File: src/rtl/ex_mem_stage.sv
// rtl/ex_mem_stage.sv - EX stage (forwarding, ALU) plus EX/MEM pipeline register
// Defining MULT_UNIT_EN adds the iterative shift-add multiplier and its stall FSM.
module ex_mem_stage #(
  parameter int MUL_CYCLES = 32
) (
  input  logic        clk,
  input  logic        rst,
  input  logic [1:0]  wb_i,
  input  logic [1:0]  m_i,
  input  logic        alusrc_i,
  input  logic [1:0]  aluop_i,
  input  logic        regdst_i,
  input  logic [31:0] data1_i,
  input  logic [31:0] data2_i,
  input  logic [31:0] imm_i,
  input  logic [4:0]  rs_i,
  input  logic [4:0]  rt_i,
  input  logic [4:0]  rd_i,
  input  logic        wb_regwrite_i,
  input  logic [4:0]  wb_rd_i,
  input  logic [31:0] wb_data_i,
  output logic [1:0]  wb_o,
  output logic [1:0]  m_o,
  output logic [31:0] alu_result_o,
  output logic [31:0] write_data_o,
  output logic [4:0]  write_reg_o,
  output logic        stall_o
);
  logic [1:0]  wb_q, wb_d, m_q, m_d;
  logic [31:0] alu_result_q, alu_result_d, write_data_q, write_data_d;
  logic [4:0]  write_reg_q, write_reg_d;
  logic [31:0] op_a, rt_fwd, op_b, alu_val;
  logic [4:0]  dest;
  logic        stall;

  // EX/MEM result wins over MEM/WB because it is the younger producer.
  always_comb begin
    if (wb_q[1] && write_reg_q != 5'd0 && write_reg_q == rs_i) op_a = alu_result_q;
    else if (wb_regwrite_i && wb_rd_i != 5'd0 && wb_rd_i == rs_i) op_a = wb_data_i;
    else op_a = data1_i;
    if (wb_q[1] && write_reg_q != 5'd0 && write_reg_q == rt_i) rt_fwd = alu_result_q;
    else if (wb_regwrite_i && wb_rd_i != 5'd0 && wb_rd_i == rt_i) rt_fwd = wb_data_i;
    else rt_fwd = data2_i;
  end

  assign op_b = alusrc_i ? imm_i : rt_fwd;
  assign dest = regdst_i ? rd_i : rt_i;

  always_comb begin
    alu_val = '0;
    case (aluop_i)
      2'b01: alu_val = op_a - op_b;
      2'b10: begin
        case (imm_i[5:0])
          6'h20:   alu_val = op_a + op_b;
          6'h22:   alu_val = op_a - op_b;
          6'h24:   alu_val = op_a & op_b;
          6'h25:   alu_val = op_a | op_b;
          default: alu_val = '0;
        endcase
      end
      default: alu_val = op_a + op_b;
    endcase
  end

`ifdef MULT_UNIT_EN
  localparam int CW = $clog2(MUL_CYCLES) + 1;
  localparam logic [1:0] ST_IDLE = 2'd0;
  localparam logic [1:0] ST_BUSY = 2'd1;
  localparam logic [1:0] ST_DONE = 2'd2;

  logic [1:0]    state_q, state_d;
  logic [31:0]   mcand_q, mcand_d, mplier_q, mplier_d, prod_q, prod_d;
  logic [CW-1:0] cnt_q, cnt_d;
  logic          is_mul;

  assign is_mul = (aluop_i == 2'b10) && (imm_i[5:0] == 6'h18);
`endif

  always_comb begin
    wb_d         = wb_i;
    m_d          = m_i;
    alu_result_d = alu_val;
    write_data_d = rt_fwd;
    write_reg_d  = dest;
    stall        = 1'b0;
`ifdef MULT_UNIT_EN
    state_d  = state_q;
    mcand_d  = mcand_q;
    mplier_d = mplier_q;
    prod_d   = prod_q;
    cnt_d    = cnt_q;
    // Bubble: kill controls, keep data so nothing downstream toggles needlessly.
    if ((state_q == ST_IDLE && is_mul) || state_q == ST_BUSY) begin
      wb_d         = 2'b00;
      m_d          = 2'b00;
      alu_result_d = alu_result_q;
      write_data_d = write_data_q;
      write_reg_d  = write_reg_q;
      stall        = 1'b1;
    end
    case (state_q)
      ST_IDLE: begin
        if (is_mul) begin
          mcand_d  = op_a;
          mplier_d = op_b;
          prod_d   = '0;
          cnt_d    = '0;
          state_d  = ST_BUSY;
        end
      end
      ST_BUSY: begin
        if (mplier_q[0]) prod_d = prod_q + mcand_q;
        mcand_d  = mcand_q << 1;
        mplier_d = mplier_q >> 1;
        cnt_d    = cnt_q + CW'(1);
        if (cnt_q == CW'(MUL_CYCLES - 1)) state_d = ST_DONE;
      end
      ST_DONE: begin
        // The mul is still on the inputs here; returning to IDLE unconditionally prevents a restart.
        alu_result_d = prod_q;
        write_data_d = write_data_q;
        state_d      = ST_IDLE;
      end
      default: state_d = ST_IDLE;
    endcase
`endif
  end

  always_ff @(posedge clk or posedge rst) begin
    if (rst) begin
      wb_q         <= '0;
      m_q          <= '0;
      alu_result_q <= '0;
      write_data_q <= '0;
      write_reg_q  <= '0;
`ifdef MULT_UNIT_EN
      state_q      <= ST_IDLE;
      mcand_q      <= '0;
      mplier_q     <= '0;
      prod_q       <= '0;
      cnt_q        <= '0;
`endif
    end else begin
      wb_q         <= wb_d;
      m_q          <= m_d;
      alu_result_q <= alu_result_d;
      write_data_q <= write_data_d;
      write_reg_q  <= write_reg_d;
`ifdef MULT_UNIT_EN
      state_q      <= state_d;
      mcand_q      <= mcand_d;
      mplier_q     <= mplier_d;
      prod_q       <= prod_d;
      cnt_q        <= cnt_d;
`endif
    end
  end

  assign wb_o         = wb_q;
  assign m_o          = m_q;
  assign alu_result_o = alu_result_q;
  assign write_data_o = write_data_q;
  assign write_reg_o  = write_reg_q;
  assign stall_o      = stall & ~rst;
endmodule

File: config.mk
export PLATFORM = sky130hd
export DESIGN_NAME = ex_mem_stage
export DESIGN_NICKNAME = d
export VERILOG_FILES = /design/src/rtl/ex_mem_stage.sv
export SDC_FILE = /design/constraint.sdc
export NUM_CORES = 1
export LEC_CHECK = 0
export CELL_PAD_IN_SITES_DETAIL_PLACEMENT = 1
export CELL_PAD_IN_SITES_GLOBAL_PLACEMENT = 1
export CORE_AREA = 2 2 156 158
export CTS_BUF_LIST = sky130_fd_sc_hd__clkbuf_2
export CTS_CLUSTER_SIZE = 25
export DETAILED_ROUTE_END_ITERATION = 10
export DIE_AREA = 0 0 158 160
export PLACE_DENSITY_LB_ADDON = 0.1
export SETUP_SLACK_MARGIN = 0.5
export SKIP_CTS_REPAIR_TIMING = 1
export SLEW_MARGIN = 15
export SYNTH_ARGS = -nofsm -noshare
export SYNTH_HDL_FRONTEND = slang
export SYNTH_SLANG_ARGS = --single-unit
File: constraint.sdc
create_clock -name clk -period 5.9 [get_ports clk]
set_input_delay 0.885 -clock clk [delete_from_list [all_inputs] [get_ports clk]]
set_output_delay 0.885 -clock clk [all_outputs]
set_load 0.01 [all_outputs]
### Word level (Yosys, flattened, before mapping)

Index checks and enable logic that the tools add are counted.

* multiplexer cells: 8
* add/sub/neg operators: 2
* reduce and logical (&&, ||, !) cells: 8
* bitwise logic cells: 2
* eq/ne operators: 10

Operator list (count)
* 2-to-1 mux 32 bit: 5
* one-hot mux 32 bit (4 select lines): 1
* one-hot mux 32 bit (2 select lines): 1
* adder 32 bit: 1
* bitwise AND 32 bit: 1
* OR 32 bit: 1
* subtractor 32 bit: 1
* == test 6 bit (second input constant): 4
* == test 5 bit: 4
* nonzero test 5 bit: 2
* logical AND 1 bit: 6
* 2-to-1 mux 5 bit: 1
* == test 2 x 1 -> 1 bit (second input constant): 1
* == test 2 bit (second input constant): 1

* logic and storage cells: 35
* output and inout bits: 74
* register bits: 73

### Longest topological paths before layout

Gate-level depths: netlist of run 1.

* depth in word-level cells: 9
* depth in mapped cells: 20
* depth with buffers taken out: 19

### Worst setup path after synthesis of run 1

Ideal clock, no wire load.

* path kind: input-to-reg
* start: input wb_rd_i[4]
* end: register alu_result_q[28] (netlist: alu_result_o[28])
* data arrival time: 5.362 ns
* setup time: 0.134 ns
* buffers on the path: 1
* path slack: 0.404 ns
* stages: 19
* path through: xnor2_1 > nand3_1 > nor4_1 > buf_2 > mux2i_1 > o21ai_0 > mux2_2 > ha_1 > fa_1 > a211oi_2 > o21bai_1 > a21oi_2 > o31a_1 > nor3_2 > or4b_4 > a311oi_4 > o211ai_2 > a221oi_1 > o22ai_1

* word-level cells in the longest chain between the ends: 9
* elaborated cells on any way between the ends: 17
* classes of those cells: add/sub: 2; eq/ne: 2; mux: 7; bitwise: 2; reduce/logical: 4

RTL lines
* start, declared: line 20 `input logic [4:0] wb_rd_i,`
* nonzero test 5 bit: line 42 `else if (wb_regwrite_i && wb_rd_i != 5'd0 && wb_rd_i == rt_i) rt_fwd = wb_data_i;`
* logical AND 1 bit: line 42
* logical AND 1 bit *: line 42
* 2-to-1 mux 32 bit *: line 42
* 2-to-1 mux 32 bit *: line 41 `if (wb_q[1] && write_reg_q != 5'd0 && write_reg_q == rt_i) rt_fwd = alu_result_q;`
* named net rt_fwd[0]: line 32 `logic [31:0] op_a, rt_fwd, op_b, alu_val;`
* 2-to-1 mux 32 bit *: line 46 `assign op_b = alusrc_i ? imm_i : rt_fwd;`
* subtractor 32 bit / adder 32 bit (equally long branches)
* one-hot mux 32 bit (4 select lines): line 54 `case (imm_i[5:0])`
* one-hot mux 32 bit (2 select lines) *: line 51 `case (aluop_i)`
* named net alu_result_d[28]: line 30 `logic [31:0] alu_result_q, alu_result_d, write_data_q, write_data_d;`
* end signal, assigned: line 147 `alu_result_q <= alu_result_d;`
* end, declared: line 30

Mark *: on every way through the listed nets, which the timed path passes. The rest lies on a longest branch.

### Worst setup path in the final report of run 1

* start: input wb_rd_i[0]
* end: register alu_result_q[28] (netlist: alu_result_o[28])

Same word-level chain as after synthesis.

==> flow_summary.toml, run 1 <==
[finish]
seq_area_mm2 = 0.00183
final_common_cell = "clkdlybuf4s50_1"
post-route-cell-area_mm2 = 0.0121
layout_common_cells = "229 x clkdlybuf4s50_1, 107 x nand2_1, 106 x o21ai_0"
drive_gt1_share_pct = 14.8
multiInputGateArea_mm2 = 0.00624
syn2layout_area_growth_pct = 40.7
final_core_util_pct = 50.6
nNetsFinal = 1628
n_fill_cell = 2947
stdcell_count = 1700

[pwr]
p_leak_nw = 5.07
p_comb_share_pct = 57.9
pwr-share-seq_pct = 28.1
p_switching_uw = 955
peakVddDrop_mv = 0.0641
p_int_mw = 1.31
cellPowerDensity_mw_per_mm2 = 188
clockPowerShare_pct = 14.0
p_sw_share_pct = 42.1

[detailed_routing]
drt_iter0_markers = 420
wl_um = 31400
drcViolationCount = 0
first_pass_iters = 4
vias_per_cell = 5.32
vias = 9036
wire_per_inst_um = 18.5
ant_nets = 0

[yosys]
yosysWarningCount = 0
syn_nets = 1341
synth.largest_area_cell = "dfrtp_1"
yosysSeqAreaShare_pct = 21.3
synth-main-ff-cell = "dfrtp_1"
netlist_instances = 1082
synth_cell_types = 74
syn-cell-area_mm2 = 0.00857
synth.avg_cell_area_um2 = 7.92
postSynth.asyncResetShare_pct = 100
synth_edf_count = 0
synth_area_leaders = "dfrtp_1 21%, ha_1 14%, mux2i_1 8.3%"
yosys.area.top_type_share_pct = 21.3
synth-seq-cells = 73

[worst_setup_path]
crit-reg2reg-capture = "alu_result_o[28]$_DFF_PP0_"
cp-start-kind = "primary input"
cp.required_ns = 6.45
cp_max_fo = 13
critPathLaunch = "wb_rd_i[0]"
arrival_ns = 5.70
r2r-start = "write_reg_o[1]$_DFF_PP0_"
r2r_cells = 19
end_kind = "register"
critical_path_class = "in -> reg"
r2r_setup_slack_ns = 0.84
endpoint = "alu_result_o[28]$_DFF_PP0_"

[timing]
relSlewSlack_pct = 37.4
fmax_mhz = 194
skew_ns = 0.0496
finalMaxSlewViolations = 0
tightest_slew_ns = 0.938
setup_viol = 0
hold_viol = 0
rsz0062_at_grt = "no"
fin_crit_sh_pct = 87.3
fin_crit_ns = 5.15

[global_route]
grt_pass1_vias = 9460
grt_usage_pct = 24.7
grt-ovfl-total = 0
grtUsageMet3_pct = 3.80
grt_pass1_wl_um = 49700
top_usage_layer = "met2"
antenna_found_initial = 1
grt_util_met1_pct = 33.3
grt_max_degree = 65
grt.met2_usage_pct = 41.2

[clock_network]
clk_pin_slew_ns = 0.27
h-tree-depth = 3
cts-root-buf = "clkbuf_2"
cts_buffer_depth = 2
numCtsBuffers = 9
insertion_delay_ns = 0.63
clock-sinks = 73
tritoncts = "yes"

[flow_run]
drv_cap = 0

[placed_design]
port_buffers = 231
place_inst = 1671
placed_area_mm2 = 0.0118
dpl.hpwl_um = 24900
place_congestion = 0.889

[die]
dieArea_mm2 = 0.0253
dieWidth_um = 158
coreArea_mm2 = 0.0238
initial_core_util_pct = 36.0
num_io_pins = 233
rows = 57
die_y_um = 160

[hold_path]
hold_path.class = "reg -> reg"

[run_status]
status = "finished clean"
[state kept, by name (all words and copies together), names as in the netlist]
| register | flops |
|---|---|
| m_o | 2 |
| write_data_o | 32 |
| write_reg_o | 5 |
| alu_result_o | 32 |
| wb_o | 2 |
[how the worst min path moves through the flow]
| stage | from | end | cells after the start |
|---|---|---|---|
| after global placement | alu_result_o[29]$_DFF_PP0_ | write_data_o[29]$_DFF_PP0_ | 2 |
| after global routing | alu_result_o[18]$_DFF_PP0_ | write_data_o[18]$_DFF_PP0_ | 2 |
| after floorplan | alu_result_o[0]$_DFF_PP0_ | write_data_o[0]$_DFF_PP0_ | 2 |
| after CTS | alu_result_o[18]$_DFF_PP0_ | write_data_o[18]$_DFF_PP0_ | 2 |
| after detailed placement | alu_result_o[29]$_DFF_PP0_ | write_data_o[29]$_DFF_PP0_ | 2 |
| final | alu_result_o[18]$_DFF_PP0_ | write_data_o[18]$_DFF_PP0_ | 2 |
[layer usage]
layer / part of all wire, % / wire length [um]
met1: 48 / 15000
met2: 46 / 14400
met5: 0 / 0
met4: 1.4 / 440
met3: 5.2 / 1640
[power groups by stage]
stage	sequential, mW	combinational, mW	clock, mW
floorplan	0.671	0.668	0
global placement	0.645	1.27	0
detailed placement	0.646	1.29	0
CTS	0.638	1.30	0.327
global route	0.649	1.44	0.341
finish	0.637	1.32	0.318
[critical path, stage by stage]
cell and delay (ns):
clkdlybuf4s50_1 0.41, or4_1 0.59, o21ai_4 0.22, nor4_4 0.08, buf_6 0.18, buf_4 0.15, mux2i_1 0.13, o21ai_0 0.11
mux2_2 0.30, ha_1 0.32, a21oi_1 0.17, o211ai_1 0.13, a211oi_1 0.24, o31a_1 0.21, nor3_2 0.08, or4b_4 0.58
a311oi_4 0.39, o211ai_2 0.12, a221oi_1 0.30, o22ai_1 0.10
[Yosys cell counts (3+ instances only)]
master / instances
nor4_1: 7
or4_1: 4
o211ai_1: 6
o32ai_1: 3
nor3_1: 14
xor2_1: 16
dfrtp_1: 73
o21a_1: 6
a31oi_1: 4
clkbuf_1: 46
nand3_1: 17
o22ai_1: 28
a21oi_1: 70
o21bai_1: 12
nand4_1: 3
o21ai_1: 4
mux2i_1: 71
o31ai_1: 6
xnor2_1: 32
or2_2: 5
a221oi_1: 9
ha_1: 98
nor2_1: 81
buf_2: 10
nand2b_1: 6
inv_1: 92
and3_1: 4
mux2_2: 36
o221a_2: 4
nand2_1: 107
or3_1: 6
a211oi_1: 18
nor2b_1: 13
a31o_2: 4
a21oi_2: 3
o21ai_0: 109
a21o_1: 9
buf_1: 4
[through the flow]
| stage | TNS, ns | setup slack [ns] | hold WS, ns | power (mW) |
|---|---|---|---|---|
| finish | 0 | 0.751 | 0.550 | 2.27 |
| floorplan | 0 | 0.521 | 0.560 | 1.34 |
| detailed placement | -0.610 | -0.213 | 0.534 | 1.94 |
| global route | 0 | 0.484 | 0.589 | 2.43 |
| global placement | -0.0971 | -0.0602 | 0.529 | 1.92 |
| CTS | 0 | 0.445 | 0.566 | 2.27 |
[final cells by class]
class,instances,share of cell area (%)
multi-input combinational,855,51.7
timing repair buffer,338,26.0
sequential,73,15.1
tap,324,3.36
inverter,92,2.87
clock inverter,7,0.508
clock buffer,9,0.373
antenna,2,0.0415
[cells by family (layout without fill, tap and decap cells)]
logic type | count (synthesis) | after routing | share of synthesized area (%)
muxes | 107 | 107 | 13.0
xor gates and xnor gates | 48 | 48 | 4.91
and+or+nand+nor | 275 | 275 | 14.5
other | 1 | 3 | 0.0438
AOI/OAI and AO/OA | 324 | 324 | 24.5
buffers and inverters | 154 | 446 | 7.02
adders and majority gates | 100 | 100 | 14.8
DFF | 73 | 73 | 21.3
(Power assumes the default switching activity.)
==> inputs of run 2 (changes only) <==
Settings changed: CORE_AREA 2 2 156 158 to 2 2 165 167, DIE_AREA 0 0 158 160 to 0 0 167 169.
Clock period 5.9 ns to 4.2 ns, I/O delays scaled along.
==> flow_summary.toml, run 2 (synthesis results as in run 1) <==
[global_route]
grt_pass1_vias = 10400
grt_pass1_wl_um = 54900
grt_usage_pct = 24.0
grt_max_degree = 65
grt-ovfl-total = 0
antenna_found_initial = 1

[clock_network]
clk_pin_slew_ns = 0.26
h-tree-depth = 3
tritoncts = "yes"
cts_buffer_depth = 2
insertion_delay_ns = 0.64
clock-sinks = 73
numCtsBuffers = 9
cts-root-buf = "clkbuf_2"

[worst_setup_path]
arrival_ns = 5.23
cp.required_ns = 4.76
path_buf_inv = 2
cp_max_fo = 7
end_kind = "register"
crit_chain = "or4_1, o21ai_1, buf_4, nor4_4, buf_6, nand2_4, o21ai_2, mux2_4, ha_4, fa_2, a211oi_2, o21bai_1, a21oi_2, o31a_1, nor3_4, or4b_4, a311oi_4, o211ai_2, a221oi_2, o22ai_1"
path_delay_family = "compound AO/OA/AOI/OAI gates"
cp-start-kind = "register"
critical_path_class = "reg -> reg"
cpMaxStageDelayCell = "or4_1"
slowest_delay_ns = 0.51

[timing]
hold_viol = 0
fmax_mhz = 214
relSlewSlack_pct = 44.9
skew_ns = 0.0365
setup_ws_ns = -0.470
finalMaxSlewViolations = 0
rsz0062_at_grt = "yes"
setup_viol = 14
tightest_slew_ns = 0.826
fin_crit_sh_pct = 111
fin_crit_ns = 4.67

[finish]
post-route-cell-area_mm2 = 0.0143
drive_gt1_share_pct = 32.2
stdcell_count = 1897
n_fill_cell = 3125
final_core_util_pct = 54.1
nNetsFinal = 1810
seq_area_mm2 = 0.00183
syn2layout_area_growth_pct = 67.2
final_common_cell = "buf_4"
layout_common_cells = "270 x buf_4, 225 x clkdlybuf4s50_1, 102 x nand2_1"
multiInputGateArea_mm2 = 0.00705

[hold_path]
hold_path.class = "in -> async"

[placed_design]
place_congestion = 0.883
dpl.hpwl_um = 27800
port_buffers = 231
placed_area_mm2 = 0.0132
pre_cts_ws_ns = -1.32
place_inst = 1860

[die]
rows = 60
initial_core_util_pct = 32.3
dieWidth_um = 167
num_io_pins = 233
coreArea_mm2 = 0.0265
dieArea_mm2 = 0.0282
die_y_um = 169

[detailed_routing]
drt_iter0_markers = 467
first_pass_iters = 5
wl_um = 35900
vias_per_cell = 5.15
wire_per_inst_um = 18.9
vias = 9769
drcViolationCount = 0
ant_nets = 0

[pwr]
p_comb_share_pct = 65.2
cellPowerDensity_mw_per_mm2 = 257
p_int_mw = 2.13
p_switching_mw = 1.55
p_leak_nw = 6.22
clockPowerShare_pct = 10.3
pwr-share-seq_pct = 24.5
peakVddDrop_mv = 0.120
p_sw_share_pct = 42.0

[flow_run]
drv_cap = 0

[run_status]
status = "complete, but fails checks"
failed_checks = "setup timing"
## run 2: stage by stage
stage	power (mW)	hold WS [ns]	setup TNS, ns
after floorplan	1.90	0.560	-3.95
after global placement	2.98	0.518	-23.34
after detailed placement	3.02	0.536	-24.80
after CTS	3.43	0.251	-8.20
after global routing	3.94	0.316	-7.72
final	3.68	0.302	-4.39
## run 2: final timing paths
| path | start | end | slack, ns | cells after the start |
|---|---|---|---|---|
| max | write_reg_o[2]$_DFF_PP0_ | alu_result_o[28]$_DFF_PP0_ | -0.47 | 20 |
| min | rst | write_reg_o[1]$_DFF_PP0_ | 0.30 | 2 |
| max reg2reg | write_reg_o[2]$_DFF_PP0_ | alu_result_o[28]$_DFF_PP0_ | -0.47 | 20 |
| min reg2reg | alu_result_o[12]$_DFF_PP0_ | write_data_o[12]$_DFF_PP0_ | 0.57 | 2 |
| max in group asynchronous | rst | alu_result_o[15]$_DFF_PP0_ | 3.14 | 3 |
| min in group clk | wb_i[1] | wb_o[1]$_DFF_PP0_ | 0.42 | 1 |
## run 2: power by group through the flow
stage	Sequential [mW]	Clock [mW]	Combinational (mW)
finish	0.901	0.380	2.40
global route	0.917	0.429	2.60
CTS	0.902	0.406	2.12
detailed placement	0.913	0	2.10
global placement	0.913	0	2.07
floorplan	0.943	0	0.955
## run 2: metal layers
metal | routed length (um) | part of all wire [%] | vias to the layer above | track usage (%)
met5 | 0 | 0 | - | 0
met4 | 430 | 1.2 | 0 | 4.35
met3 | 1430 | 4.0 | 36 | 3.16
met2 | 17300 | 48 | 244 | 41.3
met1 | 16800 | 47 | 4751 | 32.5
li1 | - | - | 4738 | -
## run 2: cell type report
class	count	area share [%]
tap	341	2.98
clock buffer	9	0.314
timing repair buffer	520	32.1
sequential	73	12.8
inverter	92	2.42
multi-input combinational	855	49.2
clock inverter	6	0.253
antenna	1	0.0175
## run 2: worst register-to-register path: stages (launching register included)
cell	delay (ns)
dfrtp_1	0.44
or4_1	0.51
o21ai_1	0.15
buf_4	0.16
nor4_4	0.05
buf_6	0.15
nand2_4	0.07
o21ai_2	0.06
mux2_4	0.32
ha_4	0.18
fa_2	0.37
a211oi_2	0.19
o21bai_1	0.11
a21oi_2	0.23
o31a_1	0.25
nor3_4	0.07
or4b_4	0.51
a311oi_4	0.29
o211ai_2	0.14
a221oi_2	0.29
o22ai_1	0.09
==> inputs of run 3 (changes only) <==
Settings changed: GPL_TIMING_DRIVEN set to 0, REMOVE_ABC_BUFFERS set to 1.
==> flow_summary.toml, run 3 (synthesis results as in run 1) <==
[run_status]
status = "complete, but fails checks"
failed_checks = "setup timing"

[finish]
n_fill_cell = 3093
nNetsFinal = 1602
layout_common_cells = "220 x clkdlybuf4s50_1, 101 x nand2_1, 89 x inv_1"
final_common_cell = "clkdlybuf4s50_1"
syn2layout_area_growth_pct = 49.1
drive_gt1_share_pct = 20.8

[clock_network]
numCtsBuffers = 9
insertion_delay_ns = 0.63
clock-sinks = 73
cts-root-buf = "clkbuf_2"
h-tree-depth = 3
cts_buffer_depth = 2
clk_pin_slew_ns = 0.26
tritoncts = "yes"

[worst_setup_path]
cp.required_ns = 4.70
cp_max_fo = 6
path_buf_inv = 3
path_depth = 20
arrival_ns = 5.49
path_delay_family = "compound AO/OA/AOI/OAI gates"
end_kind = "register"
slowest_delay_ns = 0.56
crit_chain = "dlymetal6s2s_1, or4_4, o21ai_4, nor4_4, buf_4, buf_4, mux2i_1, o21ai_4, mux2_4, fa_2, a211oi_2, o21bai_1, a21oi_2, o31a_1, nor3_4, or4b_4, a311oi_4, o211ai_2, a221oi_2, o22ai_2"
cpMaxStageDelayCell = "or4_4"
r2r_cells = 19
cp-start-kind = "primary input"
critical_path_class = "in -> reg"
r2r_setup_slack_ns = -0.77

[timing]
fin_crit_ns = 4.99
hold_viol = 0
timing.setup.tns_ns = -8.21
rsz0062_at_grt = "yes"
tightest_slew_ns = 0.983
setup_viol = 18
skew_ns = 0.0489
setup_ws_ns = -0.793
relSlewSlack_pct = 34.5
fmax_mhz = 200
finalMaxSlewViolations = 0
fin_crit_sh_pct = 119

[placed_design]
place_congestion = 0.819
dpl.hpwl_um = 23700
pre_cts_ws_ns = -2.78
port_buffers = 231

[global_route]
grt_pass1_vias = 9175
grt_max_degree = 66
antenna_found_initial = 1
grt_usage_pct = 21.3
grt_pass1_wl_um = 48900
grt-ovfl-total = 0

[pwr]
peakVddDrop_mv = 0.124
p_leak_nw = 5.24
cellPowerDensity_mw_per_mm2 = 263

[die]
num_io_pins = 233
die_y_um = 169
dieArea_mm2 = 0.0282
rows = 60
coreArea_mm2 = 0.0265
dieWidth_um = 167
initial_core_util_pct = 32.3

[detailed_routing]
first_pass_iters = 4
ant_nets = 0
drt_iter0_markers = 311
wl_um = 31900
vias = 8863
drcViolationCount = 0
wire_per_inst_um = 18.8
vias_per_cell = 5.24

[hold_path]
hold_depth = 2
hold_path.class = "in -> reg"

[flow_run]
drv_cap = 0
## run 3: cell count changes in the layout (fill, tap and decap cells not counted), sizes merged
cell           previous run  this run
buf                     291        75
clkbuf                    9        18
clkdlybuf4s50           225       220
dlymetal6s2s              4         9
clkinv                    4         2
inv                      91        93
bufinv                    0         1
clkinvlp                  3         2
## run 3: final timing paths
| check | from | endpoint |
|---|---|---|
| max | wb_rd_i[0] | alu_result_o[28]$_DFF_PP0_ |
| min | rt_i[3] | write_reg_o[3]$_DFF_PP0_ |
| max reg2reg | write_reg_o[2]$_DFF_PP0_ | alu_result_o[28]$_DFF_PP0_ |
| min reg2reg | alu_result_o[6]$_DFF_PP0_ | write_data_o[6]$_DFF_PP0_ |
| max in group asynchronous | rst | write_data_o[8]$_DFF_PP0_ |
| min in group asynchronous | rst | m_o[0]$_DFF_PP0_ |
## run 3: worst reg2reg max path, stage by stage (launching register included)
cell and delay [ns]:
dfrtp_1 0.47, or4_4 0.56, o21ai_4 0.20, nor4_4 0.08, buf_6 0.15, buf_8 0.14
nand2_2 0.09, o21ai_4 0.06, mux2_4 0.30, fa_2 0.43, a211oi_2 0.23, o21bai_1 0.11
a21oi_2 0.28, o31a_1 0.26, nor3_4 0.07, or4b_4 0.51, a311oi_4 0.37, o211ai_2 0.16
a221oi_2 0.28, o22ai_2 0.11
## run 3: stage by stage
stage          utilization (%)  cell area [um2]  power (mW)  instances  hold WS, ns
3_3_place_gp              41.7            11100        2.54       1592        0.521
4_1_cts                   43.2            11500        3.07       1639        0.331
6_report                  48.2            12800        3.35       1690        0.362
2_1_floorplan                -             8310        1.86       1020        0.560
5_1_grt                   48.2            12800        3.60       1690        0.300
3_5_place_dp              42.8            11300        2.57       1623        0.535
## run 3: where the power goes
group,internal [mW],leakage (nW),switching (mW)
combinational,0.974,4.29,1.01
clock,0.141,0.0685,0.329
sequential,0.811,0.873,0.0854
## run 3: area by class of cell
| class | count | area [um2] | area share (%) |
|---|---|---|---|
| flip-flops and latches | 73 | 1830 | 14.3 |
| inverters | 92 | 350 | 2.74 |
| diodes | 1 | 2.50 | 0.0196 |
| clock inverters | 6 | 67.6 | 0.529 |
| repair buffers | 312 | 3110 | 24.3 |
| clock buffers | 10 | 50.0 | 0.392 |
| well taps | 341 | 427 | 3.34 |
| multi-input cells | 855 | 6940 | 54.3 |
## run 3: routing by layer
metal / share of wire, % / wire length [um] / vias to the layer above / GRT usage (%)
met5: 0 / 0 / - / 0
met4: 1.3 / 420 / 0 / 4.01
met3: 3.0 / 962 / 30 / 2.95
met2: 51 / 16300 / 158 / 39.1
met1: 45 / 14200 / 4341 / 26.7
li1: - / - / 4334 / -
